**config.mk**
```make
export PLATFORM = sky130hd
export DESIGN_NAME = alu_writeback
export DESIGN_NICKNAME = d
export VERILOG_FILES = /design/src/rtl/alu_writeback.sv
export SDC_FILE = /design/constraint.sdc
export NUM_CORES = 1
export LEC_CHECK = 0
export BUFFER_PORTS_ARGS = -buffer_cell sky130_fd_sc_hd__buf_2
export CORE_ASPECT_RATIO = 0.6
export CORE_MARGIN = 2
export CORE_UTILIZATION = 60
export CTS_BUF_LIST = sky130_fd_sc_hd__clkbuf_16
export DETAILED_ROUTE_END_ITERATION = 10
export PLACE_DENSITY = 0.81
export RECOVER_POWER = 25
export SLEW_MARGIN = 20
export SYNTH_ARGS = -nofsm -noshare
export SYNTH_HDL_FRONTEND = slang
export SYNTH_SLANG_ARGS = --single-unit
```
**constraint.sdc**
```tcl
create_clock -name clk -period 11.25 [get_ports clk]
set_input_delay 1.6875 -clock clk [delete_from_list [all_inputs] [get_ports clk]]
set_output_delay 1.6875 -clock clk [all_outputs]
set_load 0.005 [all_outputs]
```
**src/rtl/alu_writeback.sv**
```systemverilog
// ALU writeback stage: 2-entry result FIFO committing into an 8x16 register file and {V,C,Z} flags.
// Optional ALU_WB_BYPASS_EN forwards pending FIFO results onto the read ports.
module alu_writeback #(
    parameter int DATA_W     = 16,
    parameter int REG_CNT    = 8,
    parameter int ADDR_W     = 3,
    parameter int FIFO_DEPTH = 2
) (
    input  logic              clk,
    input  logic              rst,
    input  logic              in_valid,
    output logic              in_ready,
    input  logic [DATA_W-1:0] in_result,
    input  logic              in_zero,
    input  logic              in_carry,
    input  logic              in_overflow,
    input  logic [ADDR_W-1:0] in_dest,
    input  logic              in_flags_we,
    input  logic              wb_stall,
    input  logic              flush,
    input  logic [ADDR_W-1:0] rd_addr_a,
    output logic [DATA_W-1:0] rd_data_a,
    input  logic [ADDR_W-1:0] rd_addr_b,
    output logic [DATA_W-1:0] rd_data_b,
    output logic [2:0]        status_flags,
    output logic [1:0]        pending_count,
    output logic              wb_valid,
    output logic [ADDR_W-1:0] wb_addr,
    output logic [DATA_W-1:0] wb_data
);

    localparam logic [1:0] DEPTH_C = 2'(FIFO_DEPTH);

    typedef struct packed {
        logic [DATA_W-1:0] result;
        logic              zero;
        logic              carry;
        logic              overflow;
        logic [ADDR_W-1:0] dest;
        logic              flags_we;
    } entry_t;

    entry_t            fifo_r [0:1];
    logic              head_r;
    logic [1:0]        count_r;
    logic [DATA_W-1:0] regs_r [0:REG_CNT-1];
    logic [2:0]        status_flags_r;
    logic              wb_valid_r;
    logic [ADDR_W-1:0] wb_addr_r;
    logic [DATA_W-1:0] wb_data_r;

    logic              accept_s;
    logic              commit_s;
    logic              tail_s;
    logic [1:0]        count_next_s;
    entry_t            head_entry_s;
    entry_t            in_entry_s;
    logic [ADDR_W-1:0] rd_addr_s [0:1];
    logic [DATA_W-1:0] rd_data_s [0:1];

    // in_ready looks only at occupancy, so a full FIFO refuses even when a commit frees a slot
    assign in_ready     = (count_r < DEPTH_C);
    assign accept_s     = in_valid & in_ready & ~flush;
    assign commit_s     = (count_r != 2'd0) & ~wb_stall & ~flush;
    assign tail_s       = head_r ^ count_r[0];
    assign head_entry_s = fifo_r[head_r];
    assign in_entry_s   = {in_result, in_zero, in_carry, in_overflow, in_dest, in_flags_we};

    assign rd_addr_s[0]  = rd_addr_a;
    assign rd_addr_s[1]  = rd_addr_b;
    assign rd_data_a     = rd_data_s[0];
    assign rd_data_b     = rd_data_s[1];
    assign status_flags  = status_flags_r;
    assign pending_count = count_r;
    assign wb_valid      = wb_valid_r;
    assign wb_addr       = wb_addr_r;
    assign wb_data       = wb_data_r;

    // Occupancy after this edge
    always_comb begin
        count_next_s = count_r;
        if (flush) begin
            count_next_s = 2'd0;
        end else if (accept_s && !commit_s) begin
            count_next_s = count_r + 2'd1;
        end else if (commit_s && !accept_s) begin
            count_next_s = count_r - 2'd1;
        end else begin
            count_next_s = count_r;
        end
    end

    // FIFO storage and pointers
    always_ff @(posedge clk or posedge rst) begin
        if (rst) begin
            head_r    <= 1'b0;
            count_r   <= 2'd0;
            fifo_r[0] <= '0;
            fifo_r[1] <= '0;
        end else begin
            count_r <= count_next_s;
            if (flush) begin
                head_r <= 1'b0;
            end else if (commit_s) begin
                head_r <= ~head_r;
            end
            if (accept_s) begin
                fifo_r[tail_s] <= in_entry_s;
            end
        end
    end

    // Register file; r0 is never written so it stays zero
    always_ff @(posedge clk or posedge rst) begin
        if (rst) begin
            for (int i = 0; i < REG_CNT; i++) begin
                regs_r[i] <= '0;
            end
        end else if (commit_s && (head_entry_s.dest != '0)) begin
            regs_r[head_entry_s.dest] <= head_entry_s.result;
        end
    end

    // Status flags and writeback observation port
    always_ff @(posedge clk or posedge rst) begin
        if (rst) begin
            status_flags_r <= 3'b000;
            wb_valid_r     <= 1'b0;
            wb_addr_r      <= '0;
            wb_data_r      <= '0;
        end else begin
            wb_valid_r <= commit_s;
            if (commit_s) begin
                wb_addr_r <= head_entry_s.dest;
                wb_data_r <= head_entry_s.result;
                if (head_entry_s.flags_we) begin
                    status_flags_r <= {head_entry_s.overflow, head_entry_s.carry, head_entry_s.zero};
                end
            end
        end
    end

    // Read ports; with bypass the youngest pending entry (tail) wins over the head
    always_comb begin
        for (int p = 0; p < 2; p++) begin
            rd_data_s[p] = '0;
            if (rd_addr_s[p] == '0) begin
                rd_data_s[p] = '0;
`ifdef ALU_WB_BYPASS_EN
            end else if ((count_r == 2'd2) && (fifo_r[~head_r].dest == rd_addr_s[p])) begin
                rd_data_s[p] = fifo_r[~head_r].result;
            end else if ((count_r != 2'd0) && (fifo_r[head_r].dest == rd_addr_s[p])) begin
                rd_data_s[p] = fifo_r[head_r].result;
`endif
            end else begin
                rd_data_s[p] = regs_r[rd_addr_s[p]];
            end
        end
    end

endmodule
```
# After elaboration in Yosys (flattened, before gate mapping)
# Cells that the tools add are included.
[totals]
word_cells = 85
regBits = 200
output_inout_bits = 58
in_bits = 34
[classes]
reduce_logical = 14
add_sub_neg = 2
bitwise = 13
n_mux = 22
n_lt_le_gt_ge = 8
[op_table]
columns = ["op", "count"]
rows = [
  ["$bwmux W128", 1],
  ["$mux W16", 7],
  ["$bmux W16 S3", 2],
  ["$mux W23", 4],
  ["$demux W16 S3", 1],
  ["$bwmux W46", 1],
  ["$demux W23 S1", 1],
  ["$ge A4 B4 Y1 const B", 3],
  ["$not A3 Y4", 3],
  ["$logic_not A3 Y1", 2],
  ["$mux W2", 3],
  ["$reduce_bool A3 Y1", 2],
  ["$logic_and A1 B1 Y1", 5],
  ["$and A1 B1 Y1", 4],
  ["$ge A2 B2 Y1 const B", 2],
  ["$lt A4 B1 Y1 const B", 1],
  ["$not A1 Y2", 2],
  ["$reduce_bool A2 Y1", 2],
  ["$not A1 Y1", 3],
  ["$add A2 B1 Y2 const B", 1],
  ["$logic_not A1 Y1", 2],
  ["$lt A2 B1 Y1 const B", 1],
  ["$lt A2 B2 Y1 const B", 1],
  ["$mux W1", 2],
  ["3 further kinds", 3],
]

# Longest topological paths before layout
# Gate-level depths: netlist (run 1).
[depth]
ltp_word = 10
depth_mapped = 7
mapped_depth_nobuf = 4

# Worst setup path before layout (run 1)
# OpenSTA, ideal clock, no wires.
[synth_timing]
kind = "input-to-output"
from = "input rd_addr_a[0]"
to = "output rd_data_a[15]"
arrival_time_ns = 3.001
setup_slack_ns = 6.562
path_stages = 5
path_cell_list = "clkbuf_1 > buf_1 > mux4_2 > nand2_1 > o21ai_0"
[synth_via]
elab_chain_len = 5
[synth_rtl]
columns = ["element", "line_no", "source"]
rows = [
  ["from (decl)", "21", "input logic [ADDR_W-1:0] rd_addr_a,"],
  ["$not A3 Y4 (implied by the code)", "156", "rd_data_s[p] = regs_r[rd_addr_s[p]];"],
  ["$bmux W16 S3", "156", ""],
  ["$mux W16 (implied by the code) (2 in a row)", "156", ""],
  ["$mux W16 *", "147", "if (rd_addr_s[p] == '0) begin"],
  ["to (decl)", "22", "output logic [DATA_W-1:0] rd_data_a,"],
]
# Every way passes the cells marked *; elsewhere a longest branch is shown, timed or not. The select of a mux whose other input is x is not followed.

# Worst setup path after layout (run 1)
[layout_timing]
from = "input rd_addr_a[1]"
to = "output rd_data_a[0]"
# The elaborated chain is that of the path after synthesis.

==> impl_results.md, run 1 <==
* Status: finished, violations left
* Failing checks: max-capacitance violations, max-slew violations
* Transition time of the tightest slew-check pin at 4.044 ns
* DRC errors left at 0
* Clock Sinks at 184
* Mapped Nets at 668
* Worst hold path type: register to register
* Peak supply drop at 0.1125 mV
* Routed via count at 5953
* Ant diodes at 0
* Number of fill cells at 1025
* Avg WL per Cell at 24.42 um
* Post-Syn Area per Cell at 14.47 um2
* Sw frac at 32.48%
* Logic pwr share at 29.5%
* Worst rel slew slack at -171.1%
* Gate count of the mapped netlist at 634
* WS Path Type: input port to output pin
* Die Ht at 99.77 um
* Pwr per Cell Area at 233.3 mW/mm2
* Post-synth top area share at 50.20%
* Switching pwr at 781.1 uW
* Max-cap violation count at 1
* Congestion Overflow GR at 0
* Clk Latency, worst-skew pair at 0.43 ns
* # Post-CTS Setup Buffers at 0
* DRT Pass-1 Iters at 5
* P&R area growth vs syn at 12.40%
* Fin Setup TNS at 0 ns
* I/O pin count at 92
* Final hold vios at 0
* Part of the power in registers at 45.7%
* Die footprint at 0.01632 mm2
* Min Hold Slack at 0.5039 ns
* GR met2 Demand/Resource at 44.18%
* Part of the cycle the worst path needs at 48.84%
* Final Setup Violations at 0
* Global-route wire length before repair at 35870 um
* Worst path required time at 9.56 ns
* Vias/cell at 6.464
* Largest net degree at the start of global routing at 94
* GP Congestion at 0.9128
* Mapped cell area at 0.009171 mm2
* Met3 Use GR at 6.505%
* CTS tree: yes
* Area contributors post-synth: dfrtp_1 (50%), mux2_2 (27%), mux4_2 (7.9%)
* Share of cells above drive strength 1 at 55.74%
* ANT nets after route at 0
* Gr usage total at 29.39%
* Antenna violations before repair at 0
* Initial core utilization at 62.31%
* CTS Root Cell: clkbuf_16
* Cell variety after synth at 33
* Internal cell power at 1.624 mW
* # rows at 34
* YS warnings at 0
* Fin crit period at 5.494 ns
* Post-synth top area cell: dfrtp_1
* Die width at 163.6 um
* Via count of the first global-routing pass at 6226
* Skew final at 0.01194 ns
* Hold Buf Count CTS at 0
* Clock share of power at 24.8%
* Nets at 744
* Fin area at 0.01031 mm2
* Slew Viols, Final at 93
* H-tree depth reported by CTS at 4
* GRT Max-Usage Layer: met2
* GR Util met1 at 43.17%
* #FFs+latches synth at 184
* Crit path DAT at 3.81 ns
* Final wirelength at 22490 um
* CP Launch Type: input port
* TritonCTS Buffers at 17
* Share of the yosys chip area belonging to registers at 50.20%
* DP HPWL at 14720 um
* Static leakage at 4.610 nW
* Clock buffer depth at 2
* RSZ-0062 raised after global routing: no
* Placed Area at 0.009723 mm2
* Port bufs at 91
* Cts repair resizes at 0
* Peak Freq at 182.0 MHz
* Core area at 0.01472 mm2
* Clock slew at reported path FFs at 0.07 ns
* CP max FO at 33
* DR iter-0 viols at 698
* Crit. End Element: output pin
## worst paths after layout
path,to,from,depth (start not counted),slack [ns]
max,rd_data_a[0],rd_addr_a[1],5,5.76
min,fifo_r[8]$_DFFE_PP0P_,fifo_r[8]$_DFFE_PP0P_,1,0.50
max reg2reg,fifo_r[38]$_DFFE_PP0P_,head_r$_DFFE_PP0P_,5,8.49
min reg2reg,fifo_r[8]$_DFFE_PP0P_,fifo_r[8]$_DFFE_PP0P_,1,0.50
max in group asynchronous,fifo_r[36]$_DFFE_PP0P_,rst,3,6.73
min in group asynchronous,fifo_r[27]$_DFFE_PP0P_,rst,2,2.46
## through the flow
step	worst slack [ns]	util (%)	power [mW]	instances
after floorplan	4.562	-	1.534	634
after global placement	5.596	66.06	1.735	889
after detailed placement	5.530	66.06	1.792	889
after CTS	5.468	70.02	2.398	921
after global routing	5.651	70.04	2.522	921
final	5.756	70.04	2.405	921
## power by group through the flow
stage / logic (mW) / registers (mW) / clock network (mW)
floorplan: 0.495 / 1.04 / 0
global placement: 0.670 / 1.07 / 0
detailed placement: 0.696 / 1.10 / 0
CTS: 0.707 / 1.09 / 0.601
global route: 0.762 / 1.13 / 0.632
finish: 0.710 / 1.10 / 0.596
## per-layer routing
metal	routed length [um]	share of wire [%]
met1	10150	45
met2	10220	45
met3	1613	7.2
met4	512	2.3
met5	0	0
## logic make-up (layout without fill, tap and decap cells)
group / count (synthesis) / after routing / share of synthesized area, %
buffers and inverters: 79 / 168 / 4.079
DFF: 184 / 184 / 50.20
xor gates and xnor gates: 3 / 3 / 0.2865
AOI/OAI and AO/OA: 79 / 79 / 7.353
and+or+nand+nor: 23 / 23 / 1.542
muxes: 266 / 266 / 36.53
## synth_stat cells (all sizes together)
library cell,instances
buf,21
or2,2
nand2,5
a21oi,31
nand3,3
clkbuf,25
nand2b,1
mux2i,4
a221oi,30
a31oi,1
or3,1
nand3b,3
a22oi,2
mux2,230
nor3,1
or3b,3
dfrtp,184
o21bai,1
xnor2,1
xor2,2
inv,33
nor2,1
nor2b,2
o21ai,7
mux4,32
nor3b,1
a2111oi,7
## sequential cells by signal (all words and copies together) (netlist names)
signal and cells:
head_r 1, regs_r 112, fifo_r 46, pending_count 2, wb_valid 1, wb_addr 3, status_flags 3, wb_data 16
## cells in the final DEF (no fill, tap or decap), types with 2 or more instances in the layout
master	Yosys	final
mux2_2	223	223
dfrtp_1	184	184
buf_2	5	87
mux4_2	32	32
inv_1	32	31
a21oi_1	31	31
a221oi_1	30	30
clkbuf_16	0	17
buf_4	3	11
a2111oi_4	7	7
mux2_1	7	7
o21ai_0	7	7
inv_6	0	6
mux2i_1	4	4
nand2_1	5	4
nand3_1	3	3
nand3b_1	3	3
inv_8	0	3
clkbuf_1	25	3
or3b_4	2	2
or2_2	2	2
nor2b_2	0	2
a22oi_1	2	2
xor2_1	2	2
## critical path: stages
cell and delay (ns):
buf_2 0.66, nor2b_2 0.79, a221oi_1 0.21, a21oi_1 0.26
buf_2 0.17
## layout make-up
class	count	area, um2	area share (%)
tap	198	247.7	2.403
timing repair buffer	103	544.3	5.280
multi-input combinational	371	4204	40.78
clock buffer	17	425.4	4.127
sequential	184	4604	44.67
clock inverter	15	157.7	1.529
inverter	33	125.1	1.214
Power figures use the tool's default switching activity.
==> inputs of run 2 (changes only) <==
Settings changed: CORE_UTILIZATION 60 to 53, PLACE_DENSITY 0.81 to 0.76.
Clock period 11.25 ns to 4.65 ns, I/O delays scaled along.
==> run 2 against run 1 <==
Critical path depth up 1. Largest power group unchanged. The run still ends with max-capacitance violations, max-slew violations left. Setup slack worse by 4.4 ns. Cell area up 0.90%.
==> impl_results.md, run 2 (same netlist as run 1, synthesis figures left out) <==
* Status: finished, violations left
* Failing checks: max-capacitance violations, max-slew violations
* RSZ-0062 raised after global routing: no
* Die width at 173.8 um (+6.2%)
* CP max FO at 20 (-39%)
* Transition time of the tightest slew-check pin at 2.213 ns (-1.830 ns)
* Hold Buf Count CTS at 0 (unchanged)
* Static leakage at 4.641 nW (+0.69%)
* Commonest non-fill, non-tap cells in the layout: mux2_2 (223), dfrtp_1 (184), buf_2 (87)
* Crit. End Element: output pin
* Clk Latency, worst-skew pair at 0.43 ns (about the same)
* Routed via count at 5969 (+0.27%)
* Reg-to-reg slack, setup at 2.08 ns (-6.41 ns)
* Final WS setup at 1.375 ns (-4.380 ns)
* WS Path Type: input port to output pin
* DR iter-0 viols at 489 (-30%)
* DP HPWL at 15110 um (+2.7%)
* Worst rel slew slack at -47.56% (+120 points)
* Antenna violations before repair at 3 (+3)
* ANT nets after route at 0 (unchanged)
* P&R area growth vs syn at 13.41%
* Worst r2r dst: fifo_r[10]$_DFFE_PP0P_
* Initial core utilization at 53.83% (-8.5 points)
* DRT Pass-1 Iters at 6 (+1)
* Gr usage total at 25.05% (-4.3 points)
* Fin util at 61.05% (-9.0 points)
* H-tree depth reported by CTS at 4 (unchanged)
* DRC errors left at 0 (unchanged)
* Global-route wire length before repair at 35000 um (-2.4%)
* Via count of the first global-routing pass at 6028 (-3.2%)
* Worst hold path endpoint: fifo_r[43]$_DFFE_PP0P_
* Fin crit period at 3.275 ns
* Congestion Overflow GR at 0 (unchanged)
* Worst hold path type: register to register
* Peak Freq at 305.4 MHz
* Worst r2r path cells at 4 (-1)
* Clock slew at reported path FFs at 0.07 ns (about the same)
* CTS Root Cell: clkbuf_16
* Setup WS pre-CTS at 1.444 ns (-4.087 ns)
* Cells after DPL at 930 (+4.6%)
* Number of fill cells at 1314 (+28%)
* Final hold vios at 0 (unchanged)
* Final wirelength at 22260 um (-1.0%)
* Top reg by flops: regs_r
* Hold_sp: fifo_r[43]$_DFFE_PP0P_
* Commonest non-fill, non-tap cell in the layout: mux2_2
* Largest net degree at the start of global routing at 60 (-36%)
* Max reg flops at 112 (unchanged)
* # Post-CTS Setup Buffers at 0 (unchanged)
* CTS tree: yes
* Avg WL per Cell at 23.14 um (-5.2%)
* Peak supply drop at 0.2801 mV (+150%)
* Ant diodes at 0 (unchanged)
* Max-cap violation count at 2 (+1)
* Cts repair resizes at 0 (unchanged)
* Slew Viols, Final at 43 (-54%)
* Part of the cycle the worst path needs at 70.42%
* Crit path DAT at 2.58 ns (-1.23 ns)
* Share of cells above drive strength 1 at 55.63% (-0.11 points)
* Non-Filler Instances at 962 (+4.5%)
* Pwr per Cell Area at 560.0 mW/mm2 (+140%)
* Critical R2R Launch: head_r$_DFFE_PP0P_
* Worst path required time at 3.95 ns (-5.61 ns)
* Die footprint at 0.01841 mm2 (+13%)
* Tot Pwr at 5.824 mW (+140%)
* # rows at 37 (+8.8%)
* I/O pin count at 92 (unchanged)
* Hold Path Depth at 1 (unchanged)
* Clock Sinks at 184 (unchanged)
* Core area at 0.01704 mm2 (+16%)
* Vias/cell at 6.205 (-4.0%)
* Die Ht at 105.9 um (+6.1%)
* Final Setup Violations at 0 (unchanged)
* Clock buffer depth at 2 (unchanged)
* TritonCTS Buffers at 17 (unchanged)
* Nets at 749 (+0.67%)
* GP Congestion at 0.8156 (-11%)
* Port bufs at 91 (unchanged)
* CP Launch Type: input port
* Fin Setup TNS at 0 ns (unchanged)
* Skew final at 0.02101 ns (+0.009077 ns)
[run 2: where the power goes]
| part | total, mW | switching, mW | leakage [nW] | internal [mW] |
|---|---|---|---|---|
| Sequential | 2.66 | 0.455 | 2.37 | 2.21 |
| Clock | 1.47 | 0.699 | 0.301 | 0.775 |
| Combinational | 1.69 | 0.731 | 1.97 | 0.957 |
[run 2: worst max path at each step]
stage,slack (ns),from,to,cells after the start
4_1_cts,1.46,rd_addr_b[0],rd_data_b[2],6
3_5_place_dp,1.44,rd_addr_a[0],rd_data_a[10],6
3_3_place_gp,1.51,rd_addr_a[0],rd_data_a[13],6
2_1_floorplan,1.59,rst,fifo_r[0]$_DFFE_PP0P_,1
5_1_grt,0.78,rst,wb_data[0]$_DFFE_PP0P_,3
6_report,1.38,rd_addr_a[0],rd_data_a[13],6
[run 2: per-layer routing]
metal | global-route usage [%] | share of wire [%] | vias up
li1 | - | - | 2540
met1 | 40.31 | 49 | 3154
met2 | 34.18 | 41 | 256
met3 | 6.223 | 8.5 | 15
met4 | 4.982 | 0.51 | 4
met5 | 0 | 0.13 | -
[run 2: final cells by class]
class                   instances  area, um2  area share [%]
flip-flops and latches        184       4604           44.27
inverters                      33      125.1           1.203
repair buffers                108      571.8           5.497
clock buffers                  17      425.4           4.090
well taps                     234      292.8           2.815
multi-input cells             371       4199           40.37
clock inverters                15      182.7           1.756
[run 2: through the flow]
stage	hold slack (ns)	area, um2
CTS	0.4038	10420
detailed placement	0.4892	9807
global placement	0.4818	9804
global route	0.5033	10400
finish	0.5047	10400
floorplan	0.4697	9175
[run 2: critical path, stage by stage]
cell and delay (ns):
buf_2 0.25, nor2b_1 0.79, buf_4 0.30, a221oi_1 0.09
a21oi_1 0.27, buf_2 0.17
